==> src/rtl/seq_det_pkg.sv <==
// Shared types and defaults for the parameterised serial
// pattern detector.
package seq_det_pkg;

  typedef enum logic [1:0] {
    IDLE,
    FILL,
    SCAN,
    HIT
  } state_e;

  localparam logic [31:0] RST_PATTERN_DEF = 32'h0000_0015;
  localparam int          RST_LEN_DEF     = 5;
  localparam logic        RST_OVERLAP_DEF = 1'b1;

  function automatic int len_w(input int pat_w);
    return $clog2(pat_w + 1);
  endfunction

endpackage

==> src/rtl/seq_det_sat_cnt.sv <==
// Saturating event counter; a clear coincident with an
// increment leaves the count at one.
module seq_det_sat_cnt #(
  parameter int W = 16
) (
  input  logic         clk,
  input  logic         reset,
  input  logic         inc,
  input  logic         clr,
  output logic [W-1:0] count
);

  always_ff @(posedge clk) begin
    if (reset) begin
      count <= '0;
    end else if (clr) begin
      count <= W'(inc);
    end else if (inc && count != '1) begin
      count <= count + W'(1);
    end
  end

endmodule

==> src/rtl/seq_detector_param.sv <==
// Runtime-configurable serial pattern detector with
// overlap control and a saturating match counter.
module seq_detector_param
  import seq_det_pkg::*;
#(
  parameter int               PAT_W       = 8,
  parameter int               CNT_W       = 16,
  parameter logic [PAT_W-1:0] RST_PATTERN = PAT_W'(RST_PATTERN_DEF),
  parameter int               RST_LEN     = RST_LEN_DEF,
  parameter logic             RST_OVERLAP = RST_OVERLAP_DEF,
  localparam int              LEN_W       = len_w(PAT_W)
) (
  input  logic             clk,
  input  logic             reset,
  input  logic             ip_valid,
  input  logic             ip,
  input  logic             cfg_load,
  input  logic [PAT_W-1:0] cfg_pattern,
  input  logic [LEN_W-1:0] cfg_len,
  input  logic             cfg_overlap,
  input  logic             cnt_clr,
  output logic             op,
  output logic [CNT_W-1:0] match_count,
  output logic             cfg_err
);

  localparam logic [LEN_W-1:0] FULL = LEN_W'(PAT_W);

  state_e           state, state_nx;
  logic [PAT_W-1:0] hist, hist_nx, hist_sh;
  logic [PAT_W-1:0] pat, pat_nx, mask;
  logic [LEN_W-1:0] fill, fill_nx, fill_inc;
  logic [LEN_W-1:0] len, len_nx;
  logic             ovl, ovl_nx;
  logic             err_nx, consume, match, len_ok;

  function automatic state_e rest_state(
    input logic [LEN_W-1:0] f,
    input logic [LEN_W-1:0] l
  );
    if (f == '0)   return IDLE;
    else if (f < l) return FILL;
    else           return SCAN;
  endfunction

  always_comb begin
    hist_sh  = {hist[PAT_W-2:0], ip};
    fill_inc = (fill == FULL) ? fill : fill + LEN_W'(1);
    mask     = ~({PAT_W{1'b1}} << len);
    consume  = ip_valid & ~cfg_load;
    match    = consume && (fill_inc >= len) &&
               (((hist_sh ^ pat) & mask) == '0);
    len_ok   = (cfg_len != '0) && (cfg_len <= FULL);
  end

  // Bits are discarded while a load is presented, accepted or not.
  always_comb begin
    state_nx = rest_state(fill, len);
    hist_nx  = hist;
    fill_nx  = fill;
    pat_nx   = pat;
    len_nx   = len;
    ovl_nx   = ovl;
    err_nx   = 1'b0;
    unique case (1'b1)
      cfg_load: begin
        if (len_ok) begin
          pat_nx   = cfg_pattern;
          len_nx   = cfg_len;
          ovl_nx   = cfg_overlap;
          hist_nx  = '0;
          fill_nx  = '0;
          state_nx = IDLE;
        end else begin
          err_nx = 1'b1;
        end
      end
      consume: begin
        hist_nx = hist_sh;
        if (match) begin
          state_nx = HIT;
          fill_nx  = ovl ? fill_inc : '0;
        end else begin
          fill_nx  = fill_inc;
          state_nx = rest_state(fill_inc, len);
        end
      end
      default: ;
    endcase
  end

  always_ff @(posedge clk) begin
    if (reset) begin
      state   <= IDLE;
      hist    <= '0;
      fill    <= '0;
      pat     <= RST_PATTERN;
      len     <= LEN_W'(RST_LEN);
      ovl     <= RST_OVERLAP;
      cfg_err <= 1'b0;
    end else begin
      state   <= state_nx;
      hist    <= hist_nx;
      fill    <= fill_nx;
      pat     <= pat_nx;
      len     <= len_nx;
      ovl     <= ovl_nx;
      cfg_err <= err_nx;
    end
  end

  assign op = (state == HIT);

  seq_det_sat_cnt #(
    .W(CNT_W)
  ) u_cnt (
    .clk  (clk),
    .reset(reset),
    .inc  (match),
    .clr  (cnt_clr),
    .count(match_count)
  );

endmodule

==> config.mk <==
export PLATFORM = sky130hd
export DESIGN_NAME = seq_detector_param
export DESIGN_NICKNAME = d
export VERILOG_FILES = /design/src/rtl/seq_det_pkg.sv /design/src/rtl/seq_det_sat_cnt.sv /design/src/rtl/seq_detector_param.sv
export SDC_FILE = /design/constraint.sdc
export NUM_CORES = 1
export LEC_CHECK = 0
export ABC_AREA = 1
export BUFFER_PORTS_ARGS = -buffer_cell sky130_fd_sc_hd__buf_2
export CORE_ASPECT_RATIO = 0.9
export CORE_MARGIN = 2
export CORE_UTILIZATION = 51
export CTS_CLUSTER_DIAMETER = 150
export DETAILED_ROUTE_END_ITERATION = 12
export PLACE_DENSITY_LB_ADDON = 0.15
export SLEW_MARGIN = 40
export SYNTH_ARGS = -nofsm -noshare
export SYNTH_HDL_FRONTEND = slang
export SYNTH_HIERARCHICAL = 1
export SYNTH_SLANG_ARGS = --single-unit
==> constraint.sdc <==
create_clock -name clk -period 2.1 [get_ports clk]
set_input_delay 0.21 -clock clk [delete_from_list [all_inputs] [get_ports clk]]
set_output_delay 0.21 -clock clk [all_outputs]
set_load 0.005 [all_outputs]
* Word level (Yosys, flattened, before mapping) *
Cells that the tools add are included.
W data, S select, Z words.

word-level totals
  bits in registers = 43
  word-level logic and storage cells = 56
  output and inout bits = 18
  input bits = 19

operators by class
  eq/ne operators = 4
  $lt $le $gt $ge = 4
  muxes and demuxes = 17
  bitwise logic cells = 5
  reductions and logical operators = 14
  add/subtract/negate cells = 2
  shifts and indexed selects = 1

operator list
  kind                     number
  $add A16 B1 Y16 const B  1
  $mux W4                  4
  $ne A16 B16 Y1 const B   1
  $pmux W7 S2              1
  $mux W2                  6
  $and A8 B8 Y8            1
  $logic_not A4 Y1         2
  $logic_not A8 Y1         1
  $lt A4 B4 Y1             2
  $not A8 Y8               1
  $pmux W4 S2              1
  $shl A8 B4 Y8 const A    1
  $xor A8 B8 Y8            1
  $mux W7                  1
  $add A4 B1 Y4 const B    1
  $eq A4 B4 Y1 const B     1
  $ge A4 B4 Y1             1
  $le A4 B4 Y1 const B     1
  $logic_and A1 B1 Y1      4
  $pmux W2 S2              1
  $reduce_and A2 Y1        2
  $reduce_bool A2 Y1       2
  $reduce_bool A4 Y1       1
  $reduce_or A2 Y1         2
  5 further kinds          7

* Logic depth before layout (Yosys ltp) *
  depth after elaboration = 8
  gate-level depth with buffers = 22
  mapped depth without buffers = 21

* By module *
Netlist, hierarchy kept.

by module, submodules not included
  module              instances  area an instance (um^2)  cells each
  seq_detector_param  1          1644.1                   239
  seq_det_sat_cnt     1          893.4                    136

* Worst setup path after synthesis *
OpenSTA, ideal clock, no wires.

  kind = reg2reg
  start point = reg fill[0]
  end point = reg u_cnt.count[0]
  setup slack = -0.213 ns
  path buffers = 1
  setup time = 0.109 ns
  stages on the path, launching flop included = 23
  data arrival time = 2.204 ns
  cell sequence = dfxtp_1 > inv_1 > ha_1 > nand2_1 > nand3_1 > o21a_1 > inv_1 > ha_1 > nand2_1 > inv_1 > nand2_1 > nand2_1 > nor2_1 > nor2_1 > nand2_1 > inv_1 > nand2_2 > nand2_4 > buf_6 > nand2_1 > nand3_1 > nand2_1 > inv_1

on the way
  word-level cells in the longest chain between the ends = 7

RTL lines
  what                                           line                       text
  from (decl)                                    seq_detector_param.sv:32   logic [LEN_W-1:0] fill, fill_nx, fill_inc;
  from (signal assigned)                         seq_detector_param.sv:104  fill <= fill_nx;
  $add A4 B1 Y4 or $eq A4 B4 Y1 (tied branches)  seq_detector_param.sv:48   fill_inc = (fill == FULL) ? fill : fill + LEN_W'(1);
  $mux W4 *                                      seq_detector_param.sv:48
  $ge A4 B4 Y1 *                                 seq_detector_param.sv:51   match = consume && (fill_inc >= len) &&
  $logic_and A1 B1 Y1 * (2 in a row)             seq_detector_param.sv:51
  net match                                      seq_detector_param.sv:35   logic err_nx, consume, match, len_ok;
  $logic_and A1 B1 Y1                            seq_det_sat_cnt.sv:18      end else if (inc && count != '1) begin
  $reduce_bool A2 Y1 (no source line)            --
  to (signal assigned)                           seq_det_sat_cnt.sv:17      count <= W'(inc);
  to (signal assigned)                           seq_det_sat_cnt.sv:19      count <= count + W'(1);
  to (decl)                                      seq_det_sat_cnt.sv:10      output logic [W-1:0] count

Mark *: on every way through the listed nets, which the timed path passes. The rest lies on a longest branch.
A chain may end at the register's enable or synchronous reset.

* Worst setup path in the final report *
Ends and elaborated chain as after synthesis.

==> metrics.md <==
| Metric | Value |
|---|---|
| Status | `finished with violations` |
| Failing checks | `negative setup slack` |
| N_diodes | `0` |
| Clk buf depth | `2` |
| R2R Setup Slk | `-310 ps` |
| Initial cell density of the core | `52.8%` |
| Die width | `78.4 um` |
| Top area cells in the synthesized netlist | `dfxtp_1 (34%), nand2_1 (16%), inv_1 (7.0%)` |
| Worst-path maximum fanout | `7` |
| Fin Hold WS | `130 ps` |
| Final Critical Period | `2410 ps` |
| CP max stage cell | `dfxtp_4` |
| Final nets | `465` |
| Num CTS Buffers | `5` |
| Global Route Usage Sum | `22.2%` |
| Drt wl/cell | `12.5 um` |
| Crit start category | `register` |
| Register bit total from synthesis | `43` |
| PwrDens | `525 mW/mm^2` |
| PortBufs | `36` |
| RSZ-0062 raised after global routing | `yes` |
| Worst r2r src | `fill[0]` |
| Die ar. | `0.00556 mm^2` |
| H-tree levels | `2` |
| Reg2Reg Depth | `22` |
| Most used cell, CP | `nand2_4` |
| Maximum clock rate | `415 MHz` |
| EDFF count, synth | `0` |
| DRT antenna net count | `0` |
| Core ar. | `0.00480 mm^2` |
| CP peak stage delay | `370 ps` |
| Syn_area_per_cell | `6.77 um^2` |
| RR Endpoint | `u_cnt/count[0]` |
| Share of the synthesized area in the top cell type | `33.9%` |
| Req. time, crit path | `2300 ps` |
| CP Class | `reg -> reg` |
| Worst slew pin tran | `486 ps` |
| RD Place Congestion | `0.871` |
| Post-synth top area cell | `dfxtp_1` |
| Die Y-Extent | `70.9 um` |
| Drt pass-1 iters | `4` |
| Max_slew headroom | `67.6%` |
| Area Overhead vs Synth | `28.7%` |
| Hold endpoint | `pat[2]` |
| Site Rows | `24` |
| Initial DRC count | `110` |
| Net Sw Power | `0.463 mW` |
| Net Sw Frac | `27.0%` |
| CTS root buf | `clkbuf_8` |
| Syn_nets | `404` |
| Min-Delay Path Depth | `3` |
| IO Pins | `37` |
| Hold Fails Final Rpt | `0` |
| Post-DP HPWL | `4.31 mm` |
| Hold Crit Start | `cfg_pattern[2]` |
| Worst EP arrival | `2610 ps` |
| Clk pwr share | `34.0%` |
| VDD IR max | `0.000459 V` |
| Synthesized cell area | `0.00254 mm^2` |
| Placed inst area | `0.00295 mm^2` |
| Final setup fails | `22` |
| Top FF cell, synth | `dfxtp_1` |
| Final Instance Area | `0.00327 mm^2` |
| Path type of the worst min-delay path | `in -> reg` |
| Clock latency on the worst-skew pair | `290 ps` |
| First-pass GRT wire length | `9.90 mm` |
| Vias in the first global route | `2232` |
| Leakage | `1.44 nW` |
| Synth Warn # | `6` |
| Via density | `4.97` |
| Post-synth ARST share | `0%` |
| Pin count of the biggest net entering global routing | `18` |
| Skew final | `10.3 ps` |
| Vias | `2489` |
| P_int | `1.25 mW` |
| Antenna violations before repair | `0` |
| Total grt overflow | `0` |
| CTS Sinks | `43` |
| Synth Instances | `375` |
| DRC | `0` |
| Period utilization | `115%` |
| Seq/Total Area, Yosys | `33.9%` |
| Final wirelength | `6.26 mm` |
| Hold-fix buffers at CTS | `0` |
| Worst path cell trace | `inv_4, ha_4, nand2_4, nand3_2, o21a_1, inv_1, ha_1, nand2_2, inv_2, nand2_2, nand2_4, nor2_4, nor2_4, nand2_2, inv_4, nand2_4, nand2_8, clkbuf_16, nand2_4, nand3_2, nand2_1, inv_1` |
| Slew Viols, Final | `0` |
| CTS tree | `built` |
| Share of cells above drive strength 1 | `35.3%` |
| Sequential power share | `50.0%` |
| Setup slack after layout | `-307 ps` |
| Count of cell types in the netlist | `27` |
| MaxCap Viol Count | `0` |
| Combinational power share | `16.0%` |
| Critical path endpoint category | `register` |
| Worst-path clk slew | `90 ps` |
[timing repair]
item | 4_1_cts | 5_1_grt
endpoints found under the setup margin | 16 | 22
setup buffers | 5 | 1
pin swaps | 6 | 11
gates cloned | 0 | 1
endpoints found under the hold margin | 0 | 0
resized for setup | 6 | 34
[worst max-delay path, delay by kind of cell (launching register included)]
kind,cells,cell delay (ps)
flops,1,370
simple gates,13,960
compound gates,1,130
buf+inv,6,410
fa+ha+maj,2,440
[cell type report]
class                   instances  area, um^2
well taps                      65        81.3
flip-flops and latches         43         870
multi-input cells             271        1600
inverters                      53         209
fillers                       421        1540
repair buffers                 62         413
clock buffers                   7        97.6
[cell usage after synthesis (4+ instances only)]
cell	instances
ha_1	10
o211ai_1	5
nand3_1	25
inv_1	47
nor2_1	41
inv_2	4
nand3_2	4
dfxtp_1	43
nand2_1	108
a21oi_2	11
a21oi_1	23
o21ai_0	9
nor2_2	4
nand2_2	16
[cells in the final DEF, fill, tap and decap left out, types with 2 or more instances in the layout]
| cell | count |
|---|---|
| o21ai_0 | 9 |
| inv_4 | 4 |
| inv_1 | 43 |
| nand2_1 | 101 |
| nor2_2 | 4 |
| a21oi_1 | 14 |
| clkbuf_8 | 5 |
| nor2_4 | 7 |
| buf_6 | 2 |
| o211ai_1 | 5 |
| buf_2 | 36 |
| inv_2 | 6 |
| dfxtp_1 | 40 |
| dfxtp_4 | 2 |
| nand3_2 | 12 |
| nor2_1 | 37 |
| ha_2 | 2 |
| clkbuf_16 | 2 |
| nor3_1 | 2 |
| nand3_1 | 17 |
| buf_4 | 22 |
| a21oi_2 | 19 |
| nand2_2 | 18 |
| ha_1 | 7 |
| nand2_8 | 2 |
| nand3b_1 | 2 |
| nand2_4 | 6 |
[through the flow]
step	setup TNS, ps	util, %	setup WS [ps]	power, mW	instances
after detailed placement	-2440	61.4	-182	1.11	488
final	-5060	68.0	-307	1.72	501
after floorplan	-966	-	-90.3	1.04	375
after CTS	-2520	64.7	-162	1.71	500
after global placement	-1470	61.4	-120	1.11	488
after global routing	-7460	68.0	-404	1.79	501
[cell families after synthesis]
kind of cell | count (synthesis) | synth area share (%)
adder cells (fa/ha/maj) | 10 | 4.93
flip-flops | 43 | 33.9
AND/OR/NAND/NOR | 209 | 37.4
AO/OA/AOI/OAI | 50 | 12.2
buffers and inverters | 61 | 10.9
XOR/XNOR | 2 | 0.690
[how the worst max path moves through the flow]
stage	start	to	slack (ps)	depth (start not counted)
5_1_grt	fill[0]	u_cnt/count[0]	-400	22
2_1_floorplan	fill[0]	u_cnt/count[7]	-90	21
6_report	fill[0]	u_cnt/count[0]	-310	22
4_1_cts	fill[1]	u_cnt/count[15]	-160	20
3_3_place_gp	fill[0]	u_cnt/count[11]	-120	19
3_5_place_dp	fill[0]	u_cnt/count[13]	-180	19
[per-layer routing]
| metal | wire [um] | vias up | global-route usage, % |
|---|---|---|---|
| met4 | 116 | 0 | 7.41 |
| li1 | - | 1293 | - |
| met1 | 2980 | 1142 | 29.2 |
| met3 | 164 | 13 | 4.08 |
| met5 | 0 | - | 0 |
| met2 | 3000 | 41 | 37.1 |
[power groups by stage]
stage | combinational (mW) | sequential [mW] | clock (mW)
3_3_place_gp | 0.233 | 0.876 | 0
2_1_floorplan | 0.166 | 0.876 | 0
5_1_grt | 0.307 | 0.860 | 0.627
6_report | 0.275 | 0.857 | 0.584
4_1_cts | 0.249 | 0.858 | 0.598
3_5_place_dp | 0.237 | 0.877 | 0
[flip-flops by register name, indices dropped and copies added (netlist names)]
register / count
pat: 8
fill: 4
hist: 7
len: 4
state: 2
cfg_err: 1
u_cnt/count: 16
ovl: 1
Note: power is estimated with default switching activity, not from simulation.
